[config.mk]
export PLATFORM = sky130hd
export DESIGN_NAME = lut_encoder
export DESIGN_NICKNAME = d
export VERILOG_FILES = /design/src/rtl/lut_encoder.sv
export SDC_FILE = /design/constraint.sdc
export NUM_CORES = 1
export LEC_CHECK = 0
export ABC_CLOCK_PERIOD_IN_PS = 2500
export BUFFER_PORTS_ARGS = -buffer_cell sky130_fd_sc_hd__buf_4
export CORE_ASPECT_RATIO = 0.6
export CORE_MARGIN = 1
export CORE_UTILIZATION = 54
export DETAILED_ROUTE_END_ITERATION = 16
export HOLD_SLACK_MARGIN = 0.06
export PLACE_DENSITY = 0.76
export SKIP_CTS_REPAIR_TIMING = 1
export SYNTH_ARGS = -nofsm -noshare
export SYNTH_HDL_FRONTEND = slang
export SYNTH_SLANG_ARGS = --single-unit
[constraint.sdc]
create_clock -name Clk -period 2.5 [get_ports Clk]
set_input_delay 0.125 -clock Clk [delete_from_list [all_inputs] [get_ports Clk]]
set_output_delay 0.125 -clock Clk [all_outputs]
set_load 0.01 [all_outputs]
[src/rtl/lut_encoder.sv]
// Reverse lookup for the PC-target LUT: finds the lowest table entry equal to a
// requested target by scanning one entry per cycle, behind valid/ready handshakes.
module lut_encoder #(
    parameter int AW = 3,
    parameter int TW = 10
) (
    input  logic          Clk,
    input  logic          Reset,
    input  logic          wr_en,
    input  logic [AW-1:0] wr_addr,
    input  logic [TW-1:0] wr_data,
    input  logic          req_valid,
    input  logic [TW-1:0] req_target,
    output logic          req_ready,
    output logic          rsp_valid,
    output logic [AW-1:0] rsp_addr,
    output logic          rsp_hit,
    input  logic          rsp_ready
);

    localparam int            DEPTH    = 2 ** AW;
    localparam logic [AW-1:0] LAST_IDX = '1;

    typedef enum logic [1:0] {
        IDLE,
        SEARCH,
        DONE
    } state_t;

    state_t        state_q, state_d;
    logic [AW-1:0] idx_q, idx_d;
    logic [TW-1:0] tgt_q, tgt_d;
    logic [AW-1:0] rsp_addr_q, rsp_addr_d;
    logic          rsp_hit_q, rsp_hit_d;
    logic [TW-1:0] table_q [DEPTH];
    logic [TW-1:0] table_d [DEPTH];

    // Boot-time target map shared with the fetch unit's LUT.
    function automatic logic [TW-1:0] reset_entry(input int i);
        case (i)
            1:       reset_entry = TW'(351);
            2:       reset_entry = TW'(418);
            3:       reset_entry = TW'(390);
            7:       reset_entry = TW'(1023);
            default: reset_entry = '0;
        endcase
    endfunction

    // NOTE: the table is a small flop array, so it is reset like any other
    // state; a RAM-backed table could not be restored by reset.
    always_ff @(posedge Clk or posedge Reset) begin
        if (Reset) begin
            state_q    <= IDLE;
            idx_q      <= '0;
            tgt_q      <= '0;
            rsp_addr_q <= '0;
            rsp_hit_q  <= 1'b0;
            for (int i = 0; i < DEPTH; i++) table_q[i] <= reset_entry(i);
        end else begin
            state_q    <= state_d;
            idx_q      <= idx_d;
            tgt_q      <= tgt_d;
            rsp_addr_q <= rsp_addr_d;
            rsp_hit_q  <= rsp_hit_d;
            table_q    <= table_d;
        end
    end

    // The compare reads table_q, so a write landing on the same edge is not seen.
    always_comb begin
        table_d = table_q;
        if (wr_en) table_d[wr_addr] = wr_data;
    end

    always_comb begin
        state_d    = state_q;
        idx_d      = idx_q;
        tgt_d      = tgt_q;
        rsp_addr_d = rsp_addr_q;
        rsp_hit_d  = rsp_hit_q;
        case (state_q)
            IDLE: begin
                if (req_valid) begin
                    tgt_d   = req_target;
                    idx_d   = '0;
                    state_d = SEARCH;
                end
            end
            SEARCH: begin
                if (table_q[idx_q] == tgt_q) begin
                    rsp_addr_d = idx_q;
                    rsp_hit_d  = 1'b1;
                    state_d    = DONE;
                end else if (idx_q == LAST_IDX) begin
                    rsp_addr_d = '0;
                    rsp_hit_d  = 1'b0;
                    state_d    = DONE;
                end else begin
                    idx_d = idx_q + 1'b1;
                end
            end
            DONE: begin
                if (rsp_ready) state_d = IDLE;
            end
            default: state_d = IDLE;
        endcase
    end

    always_comb begin
        req_ready = (state_q == IDLE);
        rsp_valid = (state_q == DONE);
        rsp_addr  = rsp_addr_q;
        rsp_hit   = rsp_hit_q;
    end

endmodule
## Yosys cells after proc, flatten, opt, wreduce, memory -nomap -nowiden

Cells that the tools add are included.

| storage, ports and cells | value |
|---|---|
| flip-flop bits (word level) | 99 |
| bits of input ports | 28 |
| output and inout bits | 6 |
| logic and storage cells | 55 |

| cells by class | value |
|---|---|
| reductions and logical operators | 8 |
| order comparisons | 3 |
| bitwise gates (word level) | 2 |
| equality and inequality tests | 9 |
| add/sub/neg operators | 1 |
| multiplexer cells | 19 |

Operator list:

| operator | number |
|---|---|
| 80-bit bitwise mux | 1 |
| 10-bit binary-select mux with 3-bit select | 1 |
| 10-bit demux with 3-bit select | 1 |
| 10-bit 2-to-1 mux | 3 |
| 3-bit 2-to-1 mux | 5 |
| 10-bit == test | 1 |
| 4-bit >= comparator (second input constant) | 2 |
| 2-bit 2-to-1 mux | 4 |
| 3-bit NOT with 4-bit output | 2 |
| 2-bit != test (second input constant) | 3 |
| 2-bit one-hot mux with 3 select lines | 1 |
| 3-bit one-hot mux with 2 select lines | 1 |
| 4-bit by 1-bit < comparator with 1-bit output (second input constant) | 1 |
| 2-bit AND reduction | 2 |
| 4-bit AND reduction | 1 |
| 2-bit nonzero test | 2 |
| 3-bit by 1-bit adder with 3-bit output (second input constant) | 1 |
| 3-bit == test (second input constant) | 1 |
| 3-bit != test (second input constant) | 1 |
| 3-bit AND reduction | 1 |
| 2-bit by 1-bit == test with 1-bit output (second input constant) | 1 |
| 2-bit == test (second input constant) | 1 |
| 2-bit zero test | 1 |
| 1-bit 2-to-1 mux | 2 |
| other kinds (2) | 2 |

## Longest topological paths before layout

| logic depth | value |
|---|---|
| depth after elaboration | 7 |
| depth in mapped cells | 9 |
| gate-level depth less buffers | 7 |

## Worst setup path after synthesis

OpenSTA, ideal clock, no wires.

| path | value |
|---|---|
| path kind | reg-to-reg |
| start | register idx_q[2] |
| end | register rsp_addr_q[0], in the netlist rsp_addr[0] |
| data arrival time | 2.029 ns |
| cell stages (with the launch flop) | 10 |
| setup time | 0.087 ns |
| clock period less this slack | 2.115 ns |
| required time | 2.413 ns |
| slack | 0.385 ns |
| buffers on the path | 2 |
| cells stage by stage | dfrtp_1 buf_2 buf_4 mux2i_1 a22o_1 a221oi_1 xnor2_1 nand4_2 or2_4 o211ai_1 |

| between the ends | value |
|---|---|
| longest elaborated chain between the ends | 7 |
| elaborated cells on any way between the ends | 9 |
| those cells by class | 2 x eq/ne; 4 x mux; 1 x bitwise; 2 x reduce/logical |

Ends and longest elaborated chain:

| element | RTL line | RTL |
|---|---|---|
| start: declaration | 31 | `logic [AW-1:0] idx_q, idx_d;` |
| start signal: assignment | 61 | `idx_q <= idx_d;` |
| 3-bit NOT with 4-bit output (not written as such) | 90 | `if (table_q[idx_q] == tgt_q) begin` |
| 10-bit binary-select mux with 3-bit select | 90 |  |
| 10-bit 2-to-1 mux (not written as such) (2 in a row) | 90 |  |
| 10-bit == test | 90 |  |
| 2-bit nonzero test (no source line) | -- |  |
| 2-bit AND reduction (no source line) | -- |  |
| end signal: assignment | 63 | `rsp_addr_q <= rsp_addr_d;` |
| end: declaration | 33 | `logic [AW-1:0] rsp_addr_q, rsp_addr_d;` |

Several ways; a longest one is shown, not always the timed one. The select of a mux whose other input is x is not followed.
A chain may end at the register's enable or synchronous reset.

## Final worst setup path

| path | value |
|---|---|
| start | register idx_q[1] |
| end | register rsp_addr_q[2], in the netlist rsp_addr[2] |

The elaborated chain is that of the path after synthesis.

==> reports/qor.yml <==
run_status:
  outcome: "completed"
sta:
  worst_slack_ns: 0.149
  worst_pin_slew_ns: 0.736
  maxSlewHeadroom: 0.508
  whs_ns: 0.0715
  drv_slew: 0
  fmax_mhz: 425
  finalHoldViolations: 0
  fin_crit_ns: 2.35
  rsz0062_at_grt: "false"
  finalSetupViolations: 0
  fin_tns_setup_ns: 0
  min_period_over_period: 0.941
  fin_skew_ns: 0.00488
worst_setup_path:
  r2r_start: "idx_q[1]"
  cp.arrival_ns: 2.57
  crit_required_ns: 2.71
  crit_path_frequent_cell: "buf_4"
  crit_chain: "buf_4 > nor2b_2 > a22o_1 > a221oi_1 > buf_4 > xnor2_1 > nand4_2 > buf_4 > o21ai_0 > o211ai_1"
  slowest_delay_ns: 0.43
  rr_endpoint: "rsp_addr[2]"
  crit_path_start_kind: "flip-flop"
  r2r_cells: 10
  cp.depth: 10
  crit_family: "compound AO/OA/AOI/OAI gates"
  crit_start: "idx_q[1]"
  r2r_slack_ns: 0.15
  crit_buf_inv: 3
  cp_max_fo: 12
  cp-endpoint: "rsp_addr[2]"
  crit_type: "reg -> reg"
  cpMaxStageDelayCell: "dfrtp_1"
  cp-end-kind: "flip-flop"
layout:
  nNetsFinal: 429
  antennaDiodeCount: 0
  mostFrequentLayoutCell: "mux2_2"
  drive_gt1_frac: 0.478
  final_cell_mix: "mux2_2, dfrtp_1, buf_4, nand2_1, mux2i_1"
  layoutNonFillerInstCount: 512
  fill_cells: 580
  syn2layout_area_growth_pct: 19.6
drt:
  drtAntennaViolNets: 0
  drt_iter0_markers: 173
  dr_total_vias: 2890
  avgRoutedWirePerCell_microns: 19.2
  via_per_inst: 5.64
  wl_microns: 9840
  first_pass_iters: 4
  drc: 0
clock_network:
  clockBufferDepth: 2
  cts_buffers: 9
  clock_latency_ns: 0.34
  clock_sinks: 99
  h-tree-depth: 3
  path_clk_slew_ns: 0.06
  root_buffer: "clkbuf_16"
  cts_tree: "done"
placed_design:
  place_ws_ns: 0.142
  gp_congestion: 0.827
  dp_cells: 485
  port_buffers: 33
  post-dp-hpwl_microns: 6770
floorplanning:
  die-area_sq_mm: 0.00902
  io_pins: 34
  die_h_microns: 74.0
  die_x_microns: 122
  initial_utilization: 0.576
  core_area_sq_mm: 0.00810
  fp-row-count: 25
grt:
  grt_overflow: 0
  grt_pass1_wl_microns: 15400
  grt_max_degree: 57
  antenna_found_initial: 0
  grt_pass1_vias: 2807
  grt_usage: 0.238
pwr:
  ir_drop_mv: 0.460
  leakage_nw: 2.43
  finalPower_mw: 6.08
  power.density_mw_per_mm2: 1090
logic_synthesis:
  synth-edff-count: 0
  ys_types: 40
  yosysWarnings: 0
  synth_seq_area_share: 0.538
  synth_cells: 342
  ys_dominant_reg_cell: "dfrtp_1"
  async_flop_share: 1.00
  syn_area_sq_mm: 0.00466
  syn_nets: 372
  synth-seq-cells: 99
  synth_area_per_cell_sq_um: 13.6
min_path:
  hold_class: "in -> reg"
run:
  cap_violations: 0
[routing by layer]
layer,wire length (microns),vias to the layer above,part of all wire,global-route usage
met2,4580,35,0.47,0.375
met3,302,16,0.031,0.0560
met4,148,0,0.015,0.0754
met1,4800,1501,0.49,0.331
li1,-,1338,-,-
met5,0,-,0,0
[sequential cells by signal (all words and copies together) (netlist names)]
name and cells:
rsp_hit 1, tgt_q 10, rsp_addr 3, idx_q 3
state_q 2, table_q 80
[worst min-delay path by stage]
| stage | to | slack [ns] | from | cells after the start |
|---|---|---|---|---|
| finish | table_q[43] | 0.07 | wr_data[3] | 2 |
| global route | table_q[40] | 0.07 | wr_data[0] | 2 |
| CTS | table_q[11] | -0.20 | Reset | 2 |
| detailed placement | table_q[11] | 0.17 | Reset | 2 |
| global placement | table_q[11] | 0.16 | Reset | 2 |
| floorplan | tgt_q[0] | 0.23 | req_target[0] | 2 |
[metrics by stage]
step	instance area, sq um	utilization
after floorplan	4670	-
after global placement	5130	0.633
after detailed placement	5130	0.633
after CTS	5430	0.671
after global routing	5580	0.688
final	5580	0.688
[where the power goes]
part | total (mW) | internal (mW) | switching (mW)
registers | 2.34 | 2.08 | 0.258
logic | 2.32 | 1.19 | 1.13
clock network | 1.42 | 0.833 | 0.585
[cells in the mapped netlist, types with 3 or more instances]
| master | count | area (sq um) |
|---|---|---|
| nand2b_1 | 3 | 18.8 |
| nand4b_1 | 3 | 26.3 |
| nand2_1 | 44 | 165 |
| clkbuf_1 | 7 | 26.3 |
| xnor2_1 | 6 | 52.6 |
| mux2i_1 | 31 | 310 |
| a22o_1 | 4 | 35.0 |
| inv_1 | 3 | 11.3 |
| mux4_2 | 8 | 180 |
| dfstp_2 | 25 | 657 |
| nor2_1 | 3 | 11.3 |
| dfrtp_1 | 74 | 1850 |
| mux2_2 | 80 | 901 |
| xor2_1 | 3 | 26.3 |
| o21ai_0 | 3 | 15.0 |
| buf_2 | 3 | 15.0 |
| nor2b_1 | 6 | 37.5 |
| a221oi_1 | 4 | 35.0 |
| o211ai_1 | 3 | 22.5 |
[kinds of logic after synthesis]
logic type / count (synthesis) / share of synthesized area
flip-flops: 99 / 0.538
AO/OA/AOI/OAI: 21 / 0.0346
AND/OR/NAND/NOR: 72 / 0.0786
multiplexers: 120 / 0.304
buffers and inverters: 19 / 0.0225
XOR/XNOR: 9 / 0.0169
adder cells (fa/ha/maj): 2 / 0.00537
[area by class of cell]
cell class                      count  area [sq um]  share of cell area
Multi-Input combinational cell    224          2090               0.375
Tap cell                          108           135              0.0242
Clock inverter                      3          46.3             0.00830
Clock buffer                       13           260              0.0467
Sequential cell                    99          2510               0.450
Inverter                            3          15.0             0.00269
Timing Repair Buffer               62           518              0.0929
(Power assumes the default switching activity.)
